File: config.mk
export PLATFORM = sky130hd
export DESIGN_NAME = sm_div_unit
export DESIGN_NICKNAME = d
export VERILOG_FILES = /design/src/rtl/sm_div_unit.sv
export SDC_FILE = /design/constraint.sdc
export NUM_CORES = 1
export LEC_CHECK = 0
export ABC_AREA = 1
export BUFFER_PORTS_ARGS = -buffer_cell sky130_fd_sc_hd__buf_2
export CAP_MARGIN = 20
export CORE_UTILIZATION = 23
export CTS_BUF_LIST = sky130_fd_sc_hd__clkbuf_2 sky130_fd_sc_hd__clkbuf_4 sky130_fd_sc_hd__clkbuf_8
export DETAILED_ROUTE_END_ITERATION = 16
export GPL_TIMING_DRIVEN = 0
export MAX_ROUTING_LAYER = met4
export REMOVE_ABC_BUFFERS = 1
export SYNTH_ARGS = -nofsm -noshare
export SYNTH_HDL_FRONTEND = slang
export SYNTH_SLANG_ARGS = --single-unit
File: constraint.sdc
create_clock -name clk -period 2.3 [get_ports clk]
set_clock_uncertainty 0.05 [all_clocks]
set_input_delay 0 -clock clk [delete_from_list [all_inputs] [get_ports clk]]
set_output_delay 0 -clock clk [all_outputs]
set_load 0.05 [all_outputs]
File: src/rtl/sm_div_unit.sv
// sm_div_unit: sign-magnitude fractional restoring divider, byte-serial I/O.
// Accepts a dividend (high byte, then low byte) and a divisor on ibus.
// Returns the quotient byte and then the remainder byte on obus.
// Optional macro SM_DIV_ROUND_EN: runs one extra guard iteration and rounds the quotient.
module sm_div_unit #(
  parameter int W = 8
) (
  input  logic         clk,
  input  logic         rst_b,
  input  logic         bgn,
  input  logic [W-1:0] ibus,
  output logic         fin,
  output logic         ovf,
  output logic [W-1:0] obus
);

`ifdef SM_DIV_ROUND_EN
  localparam int ITER = W;      // extra iteration yields a rounding guard bit
`else
  localparam int ITER = W - 1;  // truncating quotient
`endif
  localparam int CW = $clog2(W + 1);
  localparam logic [CW-1:0] LAST = CW'(ITER - 1);

  typedef enum logic [2:0] {
    S_IDLE, S_LD_AH, S_LD_AL, S_LD_M, S_CHK, S_DIV, S_OUT_Q, S_OUT_R
  } state_t;

  state_t        state_q, state_d;
  logic [W-1:0]  a_q, a_d;
  logic [W-1:0]  q_q, q_d;
  logic [W-1:0]  m_q, m_d;
  logic [CW-1:0] cnt_q, cnt_d;
  logic          sgnq_q, sgnq_d;
  logic          sgnr_q, sgnr_d;
  logic          ovfr_q, ovfr_d;

  // Partial remainder with the next dividend bit shifted in, and its trial subtraction.
  logic [W-1:0]  p;
  logic [W-2:0]  diff;
  logic          ge;
  logic [W-2:0]  q_mag;
  logic [W-2:0]  r_mag;

  // Trial subtraction for one restoring step; diff only fits W-1 bits when ge holds.
  always_comb begin
    p    = {a_q[W-2:0], q_q[W-1]};
    ge   = (p >= {1'b0, m_q[W-2:0]});
    diff = p[W-2:0] - m_q[W-2:0];
  end

  // State and datapath registers; reset aborts any operation in flight.
  always_ff @(posedge clk or negedge rst_b) begin
    if (!rst_b) begin
      state_q <= S_IDLE;
      a_q     <= '0;
      q_q     <= '0;
      m_q     <= '0;
      cnt_q   <= '0;
      sgnq_q  <= 1'b0;
      sgnr_q  <= 1'b0;
      ovfr_q  <= 1'b0;
    end else begin
      state_q <= state_d;
      a_q     <= a_d;
      q_q     <= q_d;
      m_q     <= m_d;
      cnt_q   <= cnt_d;
      sgnq_q  <= sgnq_d;
      sgnr_q  <= sgnr_d;
      ovfr_q  <= ovfr_d;
    end
  end

  // Next-state and datapath update for the load / check / divide / output sequence.
  always_comb begin
    state_d = state_q;
    a_d     = a_q;
    q_d     = q_q;
    m_d     = m_q;
    cnt_d   = cnt_q;
    sgnq_d  = sgnq_q;
    sgnr_d  = sgnr_q;
    ovfr_d  = ovfr_q;
    case (state_q)
      S_IDLE: if (bgn) state_d = S_LD_AH;
      S_LD_AH: begin
        a_d     = ibus;
        state_d = S_LD_AL;
      end
      S_LD_AL: begin
        q_d     = {ibus[W-1:1], 1'b0};  // low dividend bit is not part of the magnitude
        state_d = S_LD_M;
      end
      S_LD_M: begin
        m_d     = ibus;
        cnt_d   = '0;
        state_d = S_CHK;
      end
      S_CHK: begin
        sgnq_d  = a_q[W-1] ^ m_q[W-1];
        sgnr_d  = a_q[W-1];
        // Quotient would not fit a fraction, or divisor is zero.
        ovfr_d  = (m_q[W-2:0] == '0) | (a_q[W-2:0] >= m_q[W-2:0]);
        state_d = ((m_q[W-2:0] == '0) | (a_q[W-2:0] >= m_q[W-2:0])) ? S_OUT_Q : S_DIV;
      end
      S_DIV: begin
        if (ge) begin
          a_d[W-2:0] = diff;
          q_d        = {q_q[W-2:0], 1'b1};
        end else begin
          a_d[W-2:0] = p[W-2:0];
          q_d        = {q_q[W-2:0], 1'b0};
        end
        cnt_d = cnt_q + CW'(1);
        if (cnt_q == LAST) state_d = S_OUT_Q;
      end
      S_OUT_Q: state_d = S_OUT_R;
      S_OUT_R: state_d = S_IDLE;
      default: state_d = S_IDLE;
    endcase
  end

`ifdef SM_DIV_ROUND_EN
  logic [W-1:0] q_sum;
  // Round the quotient with the guard bit, saturating at the largest magnitude.
  always_comb begin
    q_sum = {1'b0, q_q[W-1:1]} + W'(q_q[0]);
    q_mag = q_sum[W-1] ? '1 : q_sum[W-2:0];
  end
`else
  // Truncated quotient is the low W-1 bits shifted in.
  always_comb begin
    q_mag = q_q[W-2:0];
  end
`endif

  // Moore output decode; zero magnitudes never carry a negative sign.
  always_comb begin
    r_mag = a_q[W-2:0];
    obus  = '0;
    fin   = 1'b0;
    ovf   = 1'b0;
    case (state_q)
      S_OUT_Q: begin
        ovf = ovfr_q;
        if (!ovfr_q) obus = {sgnq_q & (|q_mag), q_mag};
      end
      S_OUT_R: begin
        fin = 1'b1;
        ovf = ovfr_q;
        if (!ovfr_q) obus = {sgnr_q & (|r_mag), r_mag};
      end
      default: ;
    endcase
  end

endmodule

==> metrics, run 1 <==
GR Util met3=1.888%; commonest non-fill, non-tap cell in the layout=nand2_1; CP max stage delay=0.43 ns; Synth Instances=310; area of the core=0.009910 sq mm; Detailed Place HPWL=4.738 mm; Cell Count, Final, Fillers Out=473; clock-pin slew on the worst setup and hold paths=0.08 ns; GR Layer Usage met2=20.09%; min-delay src=ibus[5]; worst skew pair latency=0.29 ns; Initial Util=24.02%; Logic pwr share=63.1%; post-synthesis sequential area ratio=35.75%; RePlAce Congestion=0.8668; DIE AREA=0.01076 sq mm; CP arrival=2.32 ns; highest ir drop seen on vdd=592.2 uV; Pleak=1.389 nW; Via Count=2,141; GRT busiest layer=met2; pin count of the biggest net entering global routing=35; first-pass GRT wire length=10.80 mm; Hold Path Class=in2reg; internal power=2.129 mW; Die Y-Extent=103.7 microns; Root Driver=clkbuf_8; most frequent cells in the layout=63 x nand2_1, 54 x inv_1, 34 x dfrtp_1, 23 x nor2_1, 20 x buf_2; drt total wl=6.193 mm; ant diodes=0; Netlist cell types=34; area added between synthesis and finish=17.35%; vias per cell=4.526; CTS tree=built; DRC Markers=0; Clk pwr share=10.4%; Setup CP Type=reg2reg; Std-Cell Rows=36; die width=103.7 microns; period utilization=93.37%; setup violators final=0; H-tree depth=2; clock sinks=34; dpl cells=457; Synth Register Bits=34; Tightest Pin Transition=0.7854 ns; Slew headroom=47.64%; Max Cap Viol=0; Critical Path Start=m_q[0]; Post-Syn Area=0.002380 sq mm; total track usage=12.68%; NumNets Final=367; setup tns final=0 ns; end-of-flow core utilization=28.18%; Seq pwr share=26.5%; number of global-route vias before repair=2,248; Hold Slack=0.004541 ns; cells on worst reg2reg path=11; r2r setup slk=0.15 ns; Syn Area/Cell=7.677 sq um; yosys warns=0; DRT antenna net count=0; cell area power density=1618 mW/mm^2; P_sw=2.390 mW; crit path cell chain=ha_1 -> fa_1 -> inv_1 -> nand2_1 -> nand2_1 -> nand3_2 -> nand3_4 -> inv_1 -> nand2_1 -> nand3_2 -> a21oi_2; switching share of power=52.88%; crit-path most repeated cell=nand2_1; minimum clock period=2.148 ns; Worst setup SP type=flip-flop; Worst setup EP type=flip-flop; Cells on Worst Hold Path=3; Num CTS Buffers=5; iteration-0 DRC count of the detailed router=84; Max Slew Vio Count=0; Required @ worst endpoint=2.47 ns; I/O Buffers=20; Critical R2R Launch=m_q[0]; RSZ-0062 raised after global routing=no; num ports=21; crit path max fanout=11; maximum clock path buffer count=2; initial antenna violation count=0; Detailed Routing Iterations Pass 1=5; fmax=465.6 MHz; fraction of final layout cells sized beyond drive strength 1=17.06%; outcome=finished clean; Overflow after GRT=0; CP max-delay cell=dfrtp_1; DR WL/cell=13.09 microns; met1 Track Usage GR=16.04%; final hold vios=0
[registers in the layout (all words and copies together), names as in the netlist]
signal   cells
a_q          8
sgnr_q       1
m_q          8
state_q      3
q_q          8
cnt_q        4
sgnq_q       1
ovfr_q       1
[Yosys cell counts (all sizes together)]
master / count / area, sq um
or2: 3 / 18.77
fa: 1 / 20.02
nand2: 70 / 285.3
o21bai: 1 / 7.510
dfrtp: 34 / 850.8
a21oi: 14 / 92.59
o211ai: 1 / 12.51
nor2: 28 / 127.6
nand4: 8 / 50.05
xnor2: 4 / 35.03
a22oi: 9 / 67.56
nor4: 1 / 6.260
xor2: 2 / 17.52
o21ai: 19 / 95.09
nor3: 3 / 15.01
ha: 16 / 200.2
o22ai: 2 / 12.51
clkbuf: 2 / 7.510
mux2: 1 / 11.26
nand3: 22 / 140.1
nor3b: 1 / 7.510
inv: 58 / 217.7
buf: 4 / 28.78
o221ai: 6 / 52.55
[routing by layer]
| layer | part of all wire (%) | vias to the layer above |
|---|---|---|
| li1 | - | 1078 |
| met1 | 47 | 988 |
| met2 | 46 | 59 |
| met3 | 4.1 | 16 |
| met4 | 3.0 | 0 |
| met5 | 0 | - |
[critical path: cells and delay by family (launching register included)]
kind	cells	cell delay (ns)
adder cells (fa/ha/maj)	2	0.64
AND/OR/NAND/NOR	6	0.59
flip-flops	1	0.43
buffers and inverters	2	0.20
AO/OA/AOI/OAI	1	0.15
[cell type report]
cell class              count  area, sq um
flip-flops and latches     34        850.8
well taps                 133        166.4
multi-input cells         212         1282
clock inverters             2        12.51
clock buffers               6        82.58
inverters                  58        217.7
fillers                  1082         7117
repair buffers             28        180.2
[kinds of logic (layout without fill, tap and decap cells)]
family / after synthesis / count (layout) / share of synthesized area [%]
compound gates: 52 / 52 / 14.30
fa+ha+maj: 17 / 17 / 9.253
buf+inv: 64 / 94 / 10.67
flops: 34 / 34 / 35.75
simple gates: 136 / 136 / 27.34
xor+xnor: 6 / 6 / 2.208
mux: 1 / 1 / 0.4732
[repair_timing]
item                                    CTS  global route
gates resized for setup                   0             1
hold buffers                              8             0
endpoints found under the setup margin    0             3
setup buffers                             0             0
hold endpoints to repair                 44             0
[final timing paths]
check	to
min in group asynchronous	cnt_q[3]
setup / recovery	a_q[2]
max in group asynchronous	q_q[3]
setup reg to reg	a_q[2]
hold reg to reg	m_q[6]
hold / removal	a_q[5]
[through the flow]
step | power, mW | setup WS (ns) | instance area [sq um]
after floorplan | 3.329 | -0.09616 | 2344
after global placement | 3.927 | 0.1548 | 2610
after detailed placement | 3.996 | 0.09439 | 2610
after CTS | 4.499 | 0.06000 | 2785
after global routing | 5.003 | 0.008533 | 2793
final | 4.519 | 0.1524 | 2793
[power groups by stage]
stage / registers (mW) / logic [mW] / clock network, mW
after CTS: 1.19 / 2.83 / 0.478
final: 1.20 / 2.85 / 0.470
after detailed placement: 1.20 / 2.79 / 0
after global placement: 1.19 / 2.74 / 0
after global routing: 1.23 / 3.26 / 0.508
after floorplan: 1.10 / 2.23 / 0
No activity file was read; power rests on OpenSTA's default activity.
==> inputs of run 2 (changes only) <==
--- a/config.mk
+++ b/config.mk
@@ -5,7 +5,6 @@
 export SDC_FILE = /design/constraint.sdc
 export NUM_CORES = 1
 export LEC_CHECK = 0
-export ABC_AREA = 1
 export BUFFER_PORTS_ARGS = -buffer_cell sky130_fd_sc_hd__buf_2
 export CAP_MARGIN = 20
 export CORE_UTILIZATION = 23
@@ -14,6 +13,7 @@
 export GPL_TIMING_DRIVEN = 0
 export MAX_ROUTING_LAYER = met4
 export REMOVE_ABC_BUFFERS = 1
+export SLEW_MARGIN = 5
 export SYNTH_ARGS = -nofsm -noshare
 export SYNTH_HDL_FRONTEND = slang
 export SYNTH_SLANG_ARGS = --single-unit
==> metrics, run 2 <==
most area-hungry cell type in the Yosys netlist=dfrtp_1; Tightest Pin Transition=0.7910 ns (+0.005547 ns); DIE AREA=0.01050 sq mm (-2.4%); NumNets Final=319 (-13%); setup tns final=0 ns (unchanged); number of global-route vias before repair=1,988 (-12%); Worst setup SP type=flip-flop; most frequent cells in the layout=29 x dfrtp_1, 26 x nor2_1, 20 x buf_2, 17 x a21oi_1; count leader, synth=dfrtp_1; area of the core=0.009774 sq mm (-1.4%); maximum clock path buffer count=2 (unchanged); cells on worst reg2reg path=8 (-3); DR WL/cell=14.55 microns (+11%); yosys warns=0 (unchanged); Post-synth ARST share=100.0% (unchanged); initial antenna violation count=0 (unchanged); area added between synthesis and finish=23.28%; Hold Path End=state_q[0]; Slew headroom=47.27% (-0.37 points); end-of-flow core utilization=29.29% (+1.1 points); Netlist cell types=44 (+29%); Critical R2R Launch=m_q[5]; Most used DFF post-synth=dfrtp_1; Critical Path Start=m_q[5]; fmax=450.5 MHz (-3.2%); commonest non-fill, non-tap cell in the layout=dfrtp_1; Overflow after GRT=0 (unchanged); Required @ worst endpoint=2.41 ns (-0.06 ns); Detailed Place HPWL=4.322 mm (-8.8%); Root Driver=clkbuf_8; total track usage=13.12% (+0.44 points); Die Y-Extent=102.5 microns (-1.2%); worst skew pair latency=0.29 ns (about the same); clock-pin slew on the worst setup and hold paths=0.07 ns (about the same); setup violators final=0 (unchanged); Max Cap Viol=0 (unchanged); commonest cells in the netlist=34 x dfrtp_1, 26 x nor2_1, 18 x o21ai_0; num ports=21 (unchanged); Post-Syn Area=0.002322 sq mm (-2.4%); pin count of the biggest net entering global routing=35 (unchanged); Largest regs=a_q (8), m_q (8), q_q (8); vias per cell=4.969 (+9.8%); final hold vios=0 (unchanged); Yosys top cell area share=36.64% (+0.89 points); period utilization=96.50% (+3.1 points); outcome=finished clean; Std-Cell Rows=36 (unchanged); Worst R2R End=a_q[3]; ant diodes=0 (unchanged); first-pass GRT wire length=10.27 mm (-4.9%); DRT antenna net count=0 (unchanged); RSZ-0062 raised after global routing=yes; crit path max fanout=7 (-4); met1 Track Usage GR=17.91% (+1.9 points); minimum clock period=2.220 ns (+0.07201 ns); design area=0.002863 sq mm (+2.5%); dpl cell area=0.002539 sq mm (-2.7%); post-synthesis sequential area ratio=36.64% (+0.89 points); Synth Register Bits=34 (unchanged); Detailed Routing Iterations Pass 1=4 (-1); number of flops mapped to enable cells by yosys=0 (unchanged); iteration-0 DRC count of the detailed router=128 (+52%); Initial Util=23.76% (-0.26 points); Cells on Worst Hold Path=4 (+1); Num CTS Buffers=5 (unchanged); r2r setup slk=0.08 ns (-0.07 ns); CP arrival=2.33 ns (about the same); Synth area leaders=dfrtp_1 37%, ha_1 8.6%, mux2_2 5.8%, mux2i_1 4.3%, nor2_1 4.2%; Synth Instances=258 (-17%); GRT busiest layer=met2; DRC Markers=0 (unchanged); drt total wl=6.184 mm (-0.15%); Worst setup EP type=flip-flop; H-tree depth=2 (unchanged); I/O Buffers=20 (unchanged); Hold Slack=0.07028 ns (+0.06574 ns); GR Layer Usage met2=19.44% (-0.65 points); RePlAce Congestion=0.8169 (-5.8%); Syn Area/Cell=9.001 sq um (+17%); Max Slew Vio Count=0 (unchanged); CTS tree=built; GR Util met3=2.873% (+0.98 points); min-delay src=bgn; Setup CP Type=reg2reg; Via Count=2,112 (-1.4%); Hold Path Class=in2reg; fraction of final layout cells sized beyond drive strength 1=22.95% (+5.9 points); clock sinks=34 (unchanged); die width=102.5 microns (-1.2%)
-- run 2: how the worst max path moves through the flow --
stage / endpoint / slack [ns] / depth (start not counted)
floorplan: a_q[1] / -0.09 / 6
global placement: q_q[2] / -0.69 / 5
detailed placement: q_q[2] / -0.75 / 5
CTS: obus[5] / 0.02 / 4
global route: a_q[3] / -0.0001 / 8
finish: a_q[3] / 0.08 / 8
-- run 2: logic make-up (layout without fill, tap and decap cells) --
family,Yosys count,after routing,synth area share (%)
compound gates,77,77,21.28
xor+xnor,3,3,1.132
fa+ha+maj,17,17,9.483
buf+inv,26,60,4.579
flops,34,34,36.64
mux,22,22,10.13
simple gates,79,79,16.76
-- run 2: worst max-delay path: stages, from the launching register on --
cell,delay (ns)
dfrtp_1,0.41
inv_2,0.10
ha_4,0.22
a21o_1,0.18
a211oi_4,0.28
nor3b_4,0.37
buf_4,0.19
mux2i_2,0.21
o21ai_1,0.07
-- run 2: stage by stage --
step           setup WS, ns  std cells
4_1_cts             0.02257        422
6_report            0.08043        425
2_1_floorplan      -0.09266        247
5_1_grt          -0.0001485        425
3_3_place_gp        -0.6875        400
3_5_place_dp        -0.7542        400
-- run 2: per-layer routing --
metal,share of wire [%],vias to the layer above
li1,-,1015
met4,0.55,0
met3,4.5,7
met5,0,-
met1,48,1038
met2,47,52
-- run 2: layout make-up --
class                   count  area, sq um
clock inverters             1        5.005
repair inverters            1        5.005
flip-flops and latches     34        862.1
fillers                  1062         6912
repair buffers             36        246.5
multi-input cells         198         1428
clock buffers               7        90.09
inverters                  15        60.06
well taps                 133        166.4
-- run 2: timing repair --
| action | 4_1_cts | 5_1_grt |
|---|---|---|
| cloned | 1 | 0 |
| hold endpoints to repair | 48 | 0 |
| pin swaps | 1 | 3 |
| resized for setup | 10 | 16 |
| hold buffers | 9 | 0 |
| buffers inserted | 4 | 3 |
| endpoints found under the setup margin | 35 | 18 |
Power of run 2 is not shown: default switching activity piles up to over one toggle a cycle in this logic, so the estimate is an artifact.
